File: src/rtl/hp_pkg.sv
// rtl/hp_pkg.sv - shared types and widths for the player health controller
package hp_pkg;
  localparam int HP_W = 4;
  localparam int AMT_W = 3;
  localparam logic [1:0] GAME_ACTIVE_FIGHT = 2'd1;

  typedef enum logic [1:0] {IDLE, ALIVE, INVULN, DEAD} hp_state_t;
endpackage

File: src/rtl/rr_arbiter.sv
// rtl/rr_arbiter.sv - combinational round-robin arbiter; grants the first request at or after ptr
module rr_arbiter #(
  parameter int N = 3,
  parameter int IDX_W = (N > 1) ? $clog2(N) : 1
) (
  input  logic [N-1:0]     req,
  input  logic [IDX_W-1:0] ptr,
  input  logic             enable,
  output logic [N-1:0]     gnt,
  output logic [IDX_W-1:0] gnt_idx
);
  int   idx;
  logic found;

  always_comb begin
    gnt     = '0;
    gnt_idx = '0;
    found   = 1'b0;
    idx     = 0;
    for (int k = 0; k < N; k++) begin
      idx = int'(ptr) + k;
      if (idx >= N) idx = idx - N;
      if (enable && !found && req[IDX_W'(idx)]) begin
        gnt[IDX_W'(idx)] = 1'b1;
        gnt_idx          = IDX_W'(idx);
        found            = 1'b1;
      end
    end
  end
endmodule

File: src/rtl/health_controller.sv
// rtl/health_controller.sv - player HP controller with round-robin heal/damage requests
// and frame-tick invulnerability; define HP_REGEN_EN for passive regeneration.
module health_controller
  import hp_pkg::*;
#(
  parameter int MAX_HP         = 10,
  parameter int N_REQ          = 3,
  parameter int COOLDOWN_TICKS = 60,
  parameter int FLASH_TICKS    = 8,
  parameter int REGEN_TICKS    = 300
) (
  input  logic               clk,
  input  logic               rst_n,
  input  logic               game_start,
  input  logic [1:0]         game_active,
  input  logic               frame_tick,
  input  logic [HP_W-1:0]    init_hp,
  input  logic [N_REQ-1:0]   req_valid,
  input  logic [N_REQ-1:0]   req_heal,
  input  logic [3*N_REQ-1:0] req_amt,
  output logic [N_REQ-1:0]   req_ready,
  output logic [HP_W-1:0]    current_health,
  output logic               invuln,
  output logic               hit_flash,
  output logic               dead
);
  localparam int PTR_W = (N_REQ > 1) ? $clog2(N_REQ) : 1;
  localparam logic [HP_W-1:0] MAX_HP_V = HP_W'(MAX_HP);

  hp_state_t        state;
  logic [HP_W-1:0]  hp;
  logic [7:0]       cooldown;
  logic [7:0]       flash;
  logic [PTR_W-1:0] ptr;
  logic [PTR_W-1:0] ptr_next;
  logic [PTR_W-1:0] gnt_idx;
  logic [N_REQ-1:0] gnt;
  logic             fight;
  logic             arb_en;
  logic             handshake;
  logic             sel_heal;
  logic [AMT_W-1:0] sel_amt;
  logic [HP_W-1:0]  amt_ext;
  logic [HP_W:0]    heal_sum;
  logic [HP_W-1:0]  heal_hp;
  logic [HP_W-1:0]  dmg_hp;
  logic [HP_W-1:0]  start_hp;

  assign fight  = (game_active == GAME_ACTIVE_FIGHT);
  assign arb_en = fight && !game_start && (state == ALIVE || state == INVULN);

  rr_arbiter #(.N(N_REQ), .IDX_W(PTR_W)) u_arb (
    .req     (req_valid),
    .ptr     (ptr),
    .enable  (arb_en),
    .gnt     (gnt),
    .gnt_idx (gnt_idx)
  );

  assign req_ready = gnt;
  assign handshake = |gnt;
  assign sel_heal  = req_heal[gnt_idx];
  assign sel_amt   = req_amt[AMT_W*int'(gnt_idx) +: AMT_W];
  assign amt_ext   = {{(HP_W-AMT_W){1'b0}}, sel_amt};
  assign ptr_next  = (gnt_idx == PTR_W'(N_REQ-1)) ? '0 : gnt_idx + 1'b1;

  // Saturating arithmetic: heal uses one extra bit, damage clamps at zero instead of wrapping.
  assign heal_sum = {1'b0, hp} + {1'b0, amt_ext};
  assign heal_hp  = (heal_sum > {1'b0, MAX_HP_V}) ? MAX_HP_V : heal_sum[HP_W-1:0];
  assign dmg_hp   = (amt_ext > hp) ? '0 : hp - amt_ext;
  assign start_hp = (init_hp > MAX_HP_V) ? MAX_HP_V : init_hp;

`ifdef HP_REGEN_EN
  localparam int REGEN_W = $clog2(REGEN_TICKS + 1);
  logic [REGEN_W-1:0] regen;
  logic               regen_due;

  // A handshake in the same cycle wins; the pending regen fires on the next free cycle.
  assign regen_due = fight && (state == ALIVE) && (regen == REGEN_W'(REGEN_TICKS)) && !handshake;
`endif

  always_ff @(posedge clk or negedge rst_n) begin
    if (!rst_n) begin
      state    <= IDLE;
      hp       <= '0;
      cooldown <= '0;
      flash    <= '0;
      ptr      <= '0;
`ifdef HP_REGEN_EN
      regen    <= '0;
`endif
    end else if (game_start) begin
      hp       <= start_hp;
      cooldown <= '0;
      flash    <= '0;
      state    <= (init_hp == '0) ? DEAD : ALIVE;
`ifdef HP_REGEN_EN
      regen    <= '0;
`endif
    end else if (fight) begin
      if (frame_tick && flash != '0) flash <= flash - 8'd1;
      if (frame_tick && state == INVULN && cooldown != '0) begin
        cooldown <= cooldown - 8'd1;
        if (cooldown == 8'd1) state <= ALIVE;
      end
`ifdef HP_REGEN_EN
      if (frame_tick && state == ALIVE && regen != REGEN_W'(REGEN_TICKS)) regen <= regen + 1'b1;
      if (regen_due) begin
        hp    <= (hp == MAX_HP_V) ? hp : hp + 1'b1;
        regen <= '0;
      end
`endif
      if (handshake) begin
        ptr <= ptr_next;
        if (sel_heal) begin
          hp <= heal_hp;
        end else if (sel_amt != '0 && state == ALIVE) begin
          hp <= dmg_hp;
          if (dmg_hp == '0) begin
            state <= DEAD;
          end else begin
            state    <= INVULN;
            cooldown <= 8'(COOLDOWN_TICKS);
            flash    <= 8'(FLASH_TICKS);
          end
        end
`ifdef HP_REGEN_EN
        if (!sel_heal) regen <= '0;
`endif
      end
    end
  end

  assign current_health = hp;
  assign invuln         = (state == INVULN);
  assign hit_flash      = (flash != '0);
  assign dead           = (state == DEAD);
endmodule

File: config.mk
export PLATFORM = sky130hd
export DESIGN_NAME = health_controller
export DESIGN_NICKNAME = d
export VERILOG_FILES = /design/src/rtl/hp_pkg.sv /design/src/rtl/rr_arbiter.sv /design/src/rtl/health_controller.sv
export SDC_FILE = /design/constraint.sdc
export NUM_CORES = 1
export LEC_CHECK = 0
export CORE_ASPECT_RATIO = 1.5
export CORE_MARGIN = 2
export CORE_UTILIZATION = 35
export CTS_BUF_LIST = sky130_fd_sc_hd__clkbuf_8 sky130_fd_sc_hd__clkbuf_16
export CTS_CLUSTER_DIAMETER = 50
export CTS_CLUSTER_SIZE = 10
export DETAILED_ROUTE_END_ITERATION = 8
export GPL_TIMING_DRIVEN = 0
export PLACE_DENSITY = 0.64
export SLEW_MARGIN = 20
export SYNTH_ARGS = -nofsm -noshare
export SYNTH_HDL_FRONTEND = slang
export SYNTH_SLANG_ARGS = --single-unit
File: constraint.sdc
create_clock -name clk -period 6.4 [get_ports clk]
set_input_delay 1.92 -clock clk [delete_from_list [all_inputs] [get_ports clk]]
set_output_delay 1.92 -clock clk [all_outputs]
set_load 0.01 [all_outputs]
# After elaboration in Yosys (flattened, before gate mapping)
# Cells that the tools add are included.
dict set report op_classes {
  n_addsub 10
  multipliers 1
  n_div 0
  magnitude_cmp 13
  n_eq_ne 6
  n_shift 1
  n_mux 60
  bitwise_logic 3
  reduce_logical 29
}
# op count
set ops {}
lappend ops {{$mux W8} 14}
lappend ops {{$mux W4} 8}
lappend ops {{$mux W2} 15}
lappend ops {{$reduce_bool A8 Y1} 2}
lappend ops {{$sub A8 B1 Y8 const B} 2}
lappend ops {{$logic_and A1 B1 Y1} 14}
lappend ops {{$mux W1} 13}
lappend ops {{$lt A2 B4 Y1 const B} 3}
lappend ops {{$mux W3} 3}
lappend ops {{$shiftx A9 B5 Y3} 1}
lappend ops {{$bmux W1 S2} 4}
lappend ops {{$eq A8 B1 Y1 const B} 1}
lappend ops {{$logic_not A4 Y1} 2}
lappend ops {{$demux W1 S2} 3}
lappend ops {{$eq A2 B2 Y1 const B} 3}
lappend ops {{$ge A2 B1 Y1 const B} 3}
lappend ops {{$ge A3 B2 Y1 const B} 2}
lappend ops {{$or A3 B3 Y3} 2}
lappend ops {{$reduce_and A3 Y1} 2}
lappend ops {{$reduce_bool A3 Y1} 2}
lappend ops {{$add A4 B3 Y5} 1}
lappend ops {{$gt A5 B4 Y1 const B} 1}
lappend ops {{$eq A2 B1 Y1 const B} 2}
lappend ops {{$gt A3 B4 Y1} 1}
lappend ops {{other kinds (15)} 19}
dict set report word_totals {
  regBits 24
  latchBits 0
  ramBits 0
  romBits 0
  inputBits 25
  out_inout_bits 10
  elab_cells 128
  mem_count 0
}

# Logic depth before layout (Yosys ltp)
# Gate-level depths: netlist (run 1).
dict set report depth {
  depth_word 26
  depth_mapped 19
  ltp_nobuf 18
}

# Modules after synthesis
# A second synthesis (run 1) with hierarchy kept.
dict set report hier_totals {
  hier_cells 265
  hier_area_um2 2280.9
}
# module instances cells_each area_per_inst_um2 seq_area_each_um2
set by_module_without_submodules {}
lappend by_module_without_submodules {health_controller 1 225 1974.4 600.6}
lappend by_module_without_submodules {rr_arbiter 1 40 306.5 0.0}

# Least setup slack after synthesis (run 1)
# OpenSTA, ideal clock, no wires.
dict set report synth_path {
  path_type {input-to-reg}
  from {input port game_active[1]}
  to {register cooldown[5]}
  setup_time_ns 0.064
  arrival_ns 4.972
  required_time_ns 6.336
  slack_ns 1.363
  cell_stages 15
  n_path_buf 1
  path_cell_list {nor4b_4 -> o21ai_2 -> a21oi_4 -> a31oi_1 -> a21oi_1 -> inv_1 -> fa_1 -> xor2_1 -> nand3b_1 -> nand2_1 -> a2111oi_0 -> nand4_1 -> buf_2 -> a31oi_1 -> o21a_1}
}
dict set report synth_between {
  elab_chain_cells 24
  elab_cells_between_ends 38
  cone_classes {add/sub (1); mul (1); order compare (1); eq/ne (1); shift (1); mux (17); bitwise (2); reduce/logical (14)}
}
# element line_no
set synth_rtl {}
lappend synth_rtl {{start: declaration} health_controller.sv:15} ;# input logic [1:0] game_active,
lappend synth_rtl {{$eq A2 B1 Y1 (*)} health_controller.sv:49} ;# assign fight = (game_active == GAME_ACTIVE_FIGHT);
lappend synth_rtl {{$logic_and A1 B1 Y1 (2 in a row)} health_controller.sv:50} ;# assign arb_en = fight && !game_start && (state == ALIVE || state == INVULN);
lappend synth_rtl {{$logic_and A1 B1 Y1} rr_arbiter.sv:23} ;# if (enable && !found && req[IDX_W'(idx)]) begin
lappend synth_rtl {{$mux W1} rr_arbiter.sv:23}
lappend synth_rtl {{$logic_not A1 Y1} rr_arbiter.sv:23}
lappend synth_rtl {{$logic_and A1 B1 Y1 (2 in a row)} rr_arbiter.sv:23}
lappend synth_rtl {{$mux W1} rr_arbiter.sv:23}
lappend synth_rtl {{$logic_not A1 Y1} rr_arbiter.sv:23}
lappend synth_rtl {{[... 6 more ...]} -}
lappend synth_rtl {{$mux W4} health_controller.sv:70} ;# assign dmg_hp = (amt_ext > hp) ? '0 : hp - amt_ext;
lappend synth_rtl {{$logic_not A4 Y1} health_controller.sv:119} ;# if (dmg_hp == '0) begin
lappend synth_rtl {{$mux W8} health_controller.sv:119}
lappend synth_rtl {{$mux W8} health_controller.sv:117} ;# end else if (sel_amt != '0 && state == ALIVE) begin
lappend synth_rtl {{$mux W8} health_controller.sv:115} ;# if (sel_heal) begin
lappend synth_rtl {{$mux W8} health_controller.sv:113} ;# if (handshake) begin
lappend synth_rtl {{$mux W8} health_controller.sv:100} ;# end else if (fight) begin
lappend synth_rtl {{$mux W8} health_controller.sv:92} ;# end else if (game_start) begin
lappend synth_rtl {{end signal: assignment} health_controller.sv:103} ;# cooldown <= cooldown - 8'd1;
lappend synth_rtl {{end signal: assignment} health_controller.sv:123} ;# cooldown <= 8'(COOLDOWN_TICKS);
lappend synth_rtl {{end: declaration} health_controller.sv:32} ;# logic [7:0] cooldown;
# Every way passes the cells marked *; elsewhere a longest branch is shown, timed or not. The select of a mux whose other input is x is not followed.
# A chain may end at the register's enable or synchronous reset.

# Final worst setup path (run 1)
dict set report layout_path {
  from {input port req_valid[0]}
  to {output port req_ready[0]}
}
dict set report layout_between {
  elab_chain_cells 13
  elab_cells_between_ends 23
  cone_classes {mux (14); bitwise (2); reduce/logical (7)}
}
# element line_no
set layout_rtl {}
lappend layout_rtl {{start: declaration} health_controller.sv:18} ;# input logic [N_REQ-1:0] req_valid,
lappend layout_rtl {{$bmux W1 S2} rr_arbiter.sv:23}
lappend layout_rtl {{$mux W1 (not written as such) (2 in a row)} rr_arbiter.sv:23}
lappend layout_rtl {{$logic_and A1 B1 Y1} rr_arbiter.sv:23}
lappend layout_rtl {{$mux W1} rr_arbiter.sv:23}
lappend layout_rtl {{$logic_not A1 Y1} rr_arbiter.sv:23}
lappend layout_rtl {{$logic_and A1 B1 Y1 (2 in a row)} rr_arbiter.sv:23}
lappend layout_rtl {{$mux W1} rr_arbiter.sv:23}
lappend layout_rtl {{$logic_not A1 Y1} rr_arbiter.sv:23}
lappend layout_rtl {{$logic_and A1 B1 Y1 (2 in a row)} rr_arbiter.sv:23}
lappend layout_rtl {{$mux W3 (*)} rr_arbiter.sv:23}
lappend layout_rtl {{end: declaration} health_controller.sv:21} ;# output logic [N_REQ-1:0] req_ready,
# Marks and branches as above.

==> out/results.ini, run 1 <==
[detailed_routing]
drtPass1Iterations=4
ant_nets=0
vias=2231
drc=0
drtIter0Drc=82
wl_um=5800
wl_per_cell_um=14.7
vias_per_cell=5.65

[cells_and_area]
final_cell_area_um2=2820
nFillCells=670
synthToLayoutAreaGrowth_pct=21.0
multi_input_area_um2=1600
drive_gt1_frac=0.0878
fin_cells=395
layout.nets=365
diodes=0
seqCellArea_um2=601
fin_util=0.434

[global_routing]
grt_max_degree=25
grtUsageTotal=0.158
antenna_found_initial=0
grt_pass1_wl_um=9760
overflow=0
grt_pass1_vias=2135

[timing]
slew_headroom=0.512
finClkSkew_ps=6.35
tightest_slew_ps=725
slew_violations=0
min_period_over_period=0.919
holdWs_ps=545
setup_viol=0
hold_viol_final=0
layout_setup_ws_ps=520
min_period_ps=5880
max_freq_ghz=0.170
tns_ps=0
rsz0062_at_grt=no

[logic_synthesis]
synth_nets=326
yosysSeqAreaShare=0.258
ys_warn_count=0
yosys.area.top_type_share=0.258
synth_area_um2=2330
synthFlopType=dfrtp_1
synth.area.top_cells=dfrtp_1 26%, ha_1 9.7%, a21oi_1 4.3%
synth_cell_types=57
synth_enable_flop_cells=0
synth_top_area_cell=dfrtp_1
async_flop_share=1.00
synth_cells=281
syn_area_per_cell_um2=8.28
ys_ff_latch=24

[place]
place_ws_ps=254
dp_hpwl_um=4380
dp_cells=391
dpl_cell_area_um2=2760
globalplace.congestion=0.852
io_buffers=34

[critical_path]
critPathKind=input port to output pin
timing.rr.end=flash[7]
r2r_slack_ps=1920
arrival_ps=3960
crit_fanout=5
r2r_start=state[0]
start_kind=input port
required_ps=4480
rr_worst_depth=17
end_kind=output pin

[floorplanning]
die_w_um=70.6
start_util=0.359
io-pin-count=35
fp.dieH_um=104
core_area_um2=6490
fp.dieArea_um2=7330
row_count=36

[clock_network]
root_buffer=clkbuf_8
clock-sinks=24
h-tree-depth=1
clk_latency_ps=260
cts_made_buffers=3
cts_tree=yes
cts_hold_buf=0
clk_pin_slew_ps=90
post_cts_buffers=0
cts_buffer_depth=2

[status]
run_status=finished clean

[power]
power.density_nw_per_um2=351
total_power_mw=0.987
cellLeakagePower_nw=1.16
ir_drop_v=0.000298

[hold_path]
hp-start=cooldown[5]
hold_class=flip-flop to flip-flop
holdPathStages=1
hold_end=cooldown[5]

[run]
max_cap_viol_count=0

-- cell usage in the layout, fill, tap and decap left out, drive strengths merged, types with 9 or more instances in the layout --
master / n
clkdlybuf4s50: 33
nand2: 24
dfrtp: 24
a21oi: 21
inv: 20
nor2: 20
ha: 18
o21ai: 13
clkbuf: 11
nand3: 10
nand2b: 9
-- report_power, final --
part | switching [mW] | internal (mW)
sequential | 0.0499 | 0.191
combinational | 0.349 | 0.294
clock | 0.0482 | 0.0549
-- final cells by class --
type                            instances  share of cell area
Tap cell                               76              0.0338
Buffer                                 12              0.0204
Multi-Input combinational cell        225               0.567
Sequential cell                        24               0.213
Inverter                               20              0.0267
Timing Repair Buffer                   34               0.119
Clock buffer                            4              0.0196
-- synth_stat cells, drive strengths merged (3+ instances only) --
cell type and count:
or4 3, nor2 20, nor2b 8, ha 18, dfrtp 24, nand3b 4, mux2i 5, nor3 8
a21oi 21, buf 5, inv 20, a31oi 8, nand4 5, nand2 24, clkbuf 7, nand2b 9
o211ai 4, and3 4, nand3 10, a22oi 3, o21ai 13, mux2 6, a211oi 5, o21a 6
nand4b 3, nor4 3, a41oi 3
-- cell families (layout without fill, tap and decap cells) --
kind of cell | after synthesis | count (layout) | share of synthesized area
multiplexers | 11 | 11 | 0.0522
XOR/XNOR | 2 | 2 | 0.00753
buffers and inverters | 32 | 70 | 0.0570
adder cells (fa/ha/maj) | 20 | 20 | 0.114
flip-flops | 24 | 24 | 0.258
AND/OR/NAND/NOR | 110 | 110 | 0.262
AO/OA/AOI/OAI | 82 | 82 | 0.249
-- critical path: stages --
cell	delay [ps]
clkdlybuf4s50_1	530
nor4bb_1	310
a31oi_1	60
o21ai_0	230
nand2_1	90
a31o_2	250
inv_1	60
clkdlybuf4s50_1	520
-- metal layers --
layer / routed length (um) / vias to the layer above / global-route usage
met1: 2540 / 1051 / 0.195
met4: 72 / 0 / 0.0404
met2: 2940 / 60 / 0.291
met3: 240 / 6 / 0.0117
li1: - / 1114 / -
met5: 0 / - / 0
-- state kept, by name, indices dropped and copies added, names as in the netlist --
name            flops
ptr                 2
flash               8
current_health      4
state               2
cooldown            8
-- worst max path at each step --
stage                   start            to  slack [ps]  depth (start not counted)
2_1_floorplan  game_active[1]   cooldown[5]        1360                         15
3_3_place_gp   game_active[1]      flash[7]         290                         16
3_5_place_dp   game_active[1]      flash[7]         250                         16
4_1_cts          req_valid[0]  req_ready[0]         510                          8
5_1_grt          req_valid[2]      flash[7]          20                         17
6_report         req_valid[0]  req_ready[0]         520                          8
-- what timing repair did --
action                     in CTS  in global routing
setup endpoints to repair       0                  1
gates resized for setup         0                  1
hold endpoints to repair        0                  0
(Power assumes the default switching activity.)
==> inputs of run 2 (changes only) <==
- GPL_TIMING_DRIVEN: 0 -> default
- REMOVE_ABC_BUFFERS: default -> 1
- clock period: 6.4 -> 6.52 ns (I/O delays scaled with it)
==> run 2 against run 1 <==
  * Via count is 3.0% lower
  * Core utilization fell by 0.41 points
  * Count of clock-buffer cells in the layout unchanged
  * Global-route usage rose by 0.26 points
  * Final cell count shrank 2.0%
  * Design area down 0.93%
  * Sequential share of layout area up 0.20 points
  * Critical path depth stayed put
  * Setup slack improved by 33 ps
  * Largest power group unchanged
==> out/results.ini, run 2 (synthesis results as in run 1) <==
[timing]
min_period_over_period=0.915
tightest_slew_ps=898  ; +173 ps
tns_ps=0  ; unchanged
finClkSkew_ps=7.54  ; +1.19 ps
slew_violations=0  ; unchanged
slew_headroom=0.400  ; -0.112
max_freq_ghz=0.168
setup_viol=0  ; unchanged
min_period_ps=5970
hold_viol_final=0  ; unchanged
rsz0062_at_grt=no

[power]
pwr-share-comb=0.641  ; -0.011
sw_frac_of_total=0.453  ; -0.000701
internal_power_mw=0.524  ; -2.9%
p_clk_frac=0.111  ; +0.007
p_sw_mw=0.433  ; -3.2%
cellLeakagePower_nw=1.15  ; -1.0%
p_seq_frac=0.248  ; +0.004
power.density_nw_per_um2=343  ; -2.1%
ir_drop_v=0.000327  ; +9.5%

[place]
globalplace.congestion=0.886  ; +3.9%
dp_cells=383  ; -2.0%
dp_hpwl_um=4260  ; -2.7%
dpl_cell_area_um2=2730  ; -0.82%
io_buffers=34  ; unchanged

[detailed_routing]
wl_per_cell_um=14.6  ; -0.43%
drc=0  ; unchanged
drtPass1Iterations=4  ; unchanged
vias=2165  ; -3.0%
wl_um=5660  ; -2.4%
ant_nets=0  ; unchanged
drtIter0Drc=105  ; +28%
vias_per_cell=5.59  ; -0.95%

[cells_and_area]
final_cell_mix=34 x clkdlybuf4s50_1, 24 x nand2_1, 24 x dfrtp_1
synthToLayoutAreaGrowth_pct=19.9
layout.nets=357  ; -2.2%
final_cell_area_um2=2790  ; -0.93%
fin_cells=387  ; -2.0%
fin_util=0.430  ; -0.00405
final_common_cell=clkdlybuf4s50_1
diodes=0  ; unchanged
drive_gt1_frac=0.0804  ; -0.00739

[global_routing]
grt_pass1_vias=2188  ; +2.5%
grtUsageTotal=0.160  ; +0.00261
grt_pass1_wl_um=9910  ; +1.6%
grt_max_degree=30  ; +20%
antenna_found_initial=0  ; unchanged
overflow=0  ; unchanged

[clock_network]
cts_tree=yes
cts_buffer_depth=2  ; unchanged
clk_pin_slew_ps=100  ; about the same
root_buffer=clkbuf_8
clk_latency_ps=270  ; about the same
cts_made_buffers=3  ; unchanged
h-tree-depth=1  ; unchanged
clock-sinks=24  ; unchanged
cts_resized=0  ; unchanged
cts_hold_buf=0  ; unchanged
post_cts_buffers=0  ; unchanged

[floorplanning]
fp.dieArea_um2=7330  ; unchanged
start_util=0.359  ; unchanged
fp.dieH_um=104  ; unchanged
row_count=36  ; unchanged
die_w_um=70.6  ; unchanged
io-pin-count=35  ; unchanged
core_area_um2=6490  ; unchanged

[critical_path]
arrival_ps=4010  ; +50 ps
critPathKind=input port to output pin
end_kind=output pin
cpPeakStageDelay_ps=530  ; about the same
rr_worst_depth=18  ; +1
cpMaxStageDelayCell=clkdlybuf4s50_1
crit_fanout=5  ; unchanged
start_kind=input port
path_cells=clkdlybuf4s50_1 -> nor4bb_1 -> a31oi_1 -> o21ai_0 -> a32o_1 -> nand2_1 -> inv_1 -> clkdlybuf4s50_1
timing.critical_path.mode_cell=clkdlybuf4s50_1
required_ps=4560  ; +80 ps

[hold_path]
holdPathStages=1  ; unchanged
hold_class=flip-flop to flip-flop

[run]
max_cap_viol_count=0  ; unchanged

[status]
run_status=finished clean

[run 2: power groups by stage]
stage          sequential [mW]  combinational (mW)  clock [mW]
2_1_floorplan            0.233               0.438           0
3_3_place_gp             0.238               0.606           0
3_5_place_dp             0.240               0.612           0
4_1_cts                  0.237               0.616       0.107
5_1_grt                  0.246               0.694       0.114
6_report                 0.238               0.613       0.106
[run 2: area by class of cell]
class	instances	area, um2
Clock buffer	4	55.1
Timing Repair Buffer	38	370
Multi-Input combinational cell	225	1590
Fill cell	662	3700
Sequential cell	24	601
Inverter	20	75.1
Tap cell	76	95.1
[run 2: path summary, 6_finish.rpt]
check,to,slack [ps],start
worst max register to register,current_health[1],2200,state[0]
worst min register to register,cooldown[5],540,cooldown[5]
worst min-delay path,cooldown[5],540,cooldown[5]
worst max-delay path,req_ready[1],550,req_valid[0]
max in group asynchronous,current_health[0],4230,rst_n
min in group asynchronous,current_health[3],2040,rst_n
[run 2: through the flow]
stage	setup WS [ps]	hold slack, ps	power (mW)
after floorplan	979	492	0.671
after global placement	563	513	0.844
after detailed placement	562	520	0.852
after CTS	553	542	0.961
after global routing	361	566	1.05
final	553	537	0.957
[run 2: metal layers]
layer | up-vias | GRT usage | part of all wire
met5 | - | 0 | 0
li1 | 1095 | - | -
met3 | 2 | 0.0146 | 0.036
met1 | 1027 | 0.195 | 0.44
met2 | 41 | 0.300 | 0.52
met4 | 0 | 0.0350 | 0.0055
[run 2: worst max-delay path, delay by kind of cell]
| kind | cells | cell delay (ps) |
|---|---|---|
| buffers and inverters | 3 | 1150 |
| AND/OR/NAND/NOR | 2 | 370 |
| AO/OA/AOI/OAI | 3 | 540 |
==> inputs of run 3 (changes only) <==
- CORE_UTILIZATION: 35 -> 30
- PLACE_DENSITY: 0.64 -> 0.57
- clock period: 6.52 -> 5.6 ns (I/O delays scaled with it)
==> run 3 against run 2 <==
  * Clock power grew 98%
  * Design area grew 4.7%
  * Via count grew 1.3%
  * Sequential power grew 16%
  * Routed wire length grew 4.5%
  * Largest power group unchanged
==> out/results.ini, run 3 (synthesis results as in run 1) <==
[status]
run_status=finished clean

[global_routing]
grt_max_degree=29  ; -3.3%
overflow=0  ; unchanged
grtUsageTotal=0.146  ; -0.0141
grt_pass1_wl_um=9940  ; +0.34%
antenna_found_initial=0  ; unchanged
grt_pass1_vias=2158  ; -1.4%

[critical_path]
required_ps=3920  ; -640 ps
end_kind=output pin
timing.critical_path.mode_cell=clkdlybuf4s50_1
critPathKind=input port to output pin
timing.rr.end=flash[3]
crit_fanout=5  ; unchanged
cpPeakStageDelay_ps=540  ; about the same
worstSetupEndpoint=req_ready[0]
cpMaxStageDelayCell=clkdlybuf4s50_1
arrival_ps=3690  ; -320 ps
path_cells=clkdlybuf4s50_1 -> nor4bb_1 -> a31oi_1 -> o21ai_1 -> nand2_1 -> a31o_2 -> inv_1 -> clkdlybuf4s50_1
start_kind=input port
r2r_start=ptr[1]
rr_worst_depth=18  ; unchanged
worst-path-stages=8  ; unchanged
cp_top_family=buffers and inverters
worst-path-buf-inv=3  ; unchanged
startpoint=req_valid[0]
r2r_slack_ps=1420  ; -780 ps

[timing]
rsz0062_at_grt=no
min_period_ps=5370
holdWs_ps=543  ; +5.54 ps
finClkSkew_ps=3.91  ; -3.63 ps
tightest_slew_ps=714  ; -185 ps
max_freq_ghz=0.186
layout_setup_ws_ps=234  ; -320 ps
slew_violations=0  ; unchanged
tns_ps=0  ; unchanged
min_period_over_period=0.958
hold_viol_final=0  ; unchanged
setup_viol=0  ; unchanged
slew_headroom=0.520  ; +0.120

[floorplanning]
core_area_um2=7560  ; +17%
row_count=39  ; +8.3%
fp.dieH_um=112  ; +7.7%
start_util=0.308  ; -0.0511
die_w_um=75.9  ; +7.6%
fp.dieArea_um2=8490  ; +16%
io-pin-count=35  ; unchanged

[clock_network]
clock-sinks=24  ; unchanged
cts_tree=yes
root_buffer=clkbuf_16
cts_hold_buf=0  ; unchanged
h-tree-depth=1  ; unchanged
cts_buffer_depth=2  ; unchanged
clk_latency_ps=260  ; about the same
cts_made_buffers=3  ; unchanged
clk_pin_slew_ps=70  ; -30 ps

[cells_and_area]
drive_gt1_frac=0.0978  ; +0.0174
synthToLayoutAreaGrowth_pct=25.5
diodes=0  ; unchanged
final_common_cell=clkdlybuf4s50_1
layout.nets=363  ; +1.7%
final_cell_mix=33 x clkdlybuf4s50_1, 24 x nand2_1, 24 x dfrtp_1
fin_util=0.386  ; -0.0440
nFillCells=763  ; +15%

[hold_path]
hold_class=flip-flop to flip-flop

[detailed_routing]
wl_per_cell_um=14.1  ; -3.5%
vias_per_cell=5.23  ; -6.4%
vias=2193  ; +1.3%
drtIter0Drc=65  ; -38%
wl_um=5910  ; +4.5%
drc=0  ; unchanged
drtPass1Iterations=4  ; unchanged
ant_nets=0  ; unchanged

[power]
p_seq_frac=0.228  ; -0.020
sw_frac_of_total=0.426  ; -0.0264
p_clk_frac=0.172  ; +0.061
pwr-share-comb=0.600  ; -0.041
total_power_mw=1.22  ; +27%
cellLeakagePower_nw=1.21  ; +5.4%
internal_power_mw=0.698  ; +33%
ir_drop_v=0.000269  ; -18%
power.density_nw_per_um2=417  ; +21%
p_sw_mw=0.518  ; +20%

[place]
dp_hpwl_um=4320  ; +1.4%
place_ws_ps=93.5  ; -469 ps
globalplace.congestion=0.834  ; -5.9%
io_buffers=34  ; unchanged

[run]
max_cap_viol_count=0  ; unchanged

-- run 3: cell type report --
| class | instances | area [um2] | area share |
|---|---|---|---|
| clock inverter | 1 | 30.0 | 0.0103 |
| inverter | 20 | 75.1 | 0.0257 |
| timing repair buffer | 44 | 418 | 0.143 |
| sequential | 24 | 601 | 0.206 |
| clock buffer | 3 | 75.1 | 0.0257 |
| multi-input combinational | 225 | 1590 | 0.546 |
| tap | 102 | 128 | 0.0437 |
-- run 3: routing by layer --
metal / GRT usage / vias to the layer above / wire (um)
met5: 0 / - / 0
met4: 0.0515 / 0 / 119
met3: 0.0199 / 8 / 266
met2: 0.240 / 48 / 2910
met1: 0.191 / 1029 / 2610
li1: - / 1108 / -
-- run 3: how the worst min path moves through the flow --
stage,start,endpoint,slack (ps),cells after the start
2_1_floorplan,cooldown[5],cooldown[5],490,1
3_3_place_gp,cooldown[5],cooldown[5],520,1
3_5_place_dp,cooldown[5],cooldown[5],530,1
4_1_cts,cooldown[5],cooldown[5],550,1
5_1_grt,cooldown[5],cooldown[5],560,1
6_report,cooldown[5],cooldown[5],540,1
-- run 3: worst register-to-register path: cells and delay by family (launching register included) --
kind,cells,cell delay (ps)
muxes,2,570
xor gates and xnor gates,1,190
buffers and inverters,3,420
and+or+nand+nor,3,300
AOI/OAI and AO/OA,6,1310
adders and majority gates,3,930
DFF,1,400
-- run 3: power by group through the flow --
| stage | clock network, mW | logic (mW) | registers [mW] |
|---|---|---|---|
| 6_report | 0.210 | 0.730 | 0.277 |
| 5_1_grt | 0.221 | 0.821 | 0.285 |
| 4_1_cts | 0.214 | 0.728 | 0.277 |
| 3_5_place_dp | 0 | 0.720 | 0.280 |
| 3_3_place_gp | 0 | 0.717 | 0.279 |
| 2_1_floorplan | 0 | 0.510 | 0.271 |
-- run 3: metrics by stage --
step           area (um2)  cells
4_1_cts              2910    418
5_1_grt              2920    419
3_3_place_gp         2800    414
2_1_floorplan        2270    269
6_report             2920    419
3_5_place_dp         2800    414
-- run 3: timing repair --
| action | in CTS | in global routing |
|---|---|---|
| endpoints found under the setup margin | 0 | 4 |
| buffers inserted | 0 | 1 |
| resized for setup | 0 | 2 |
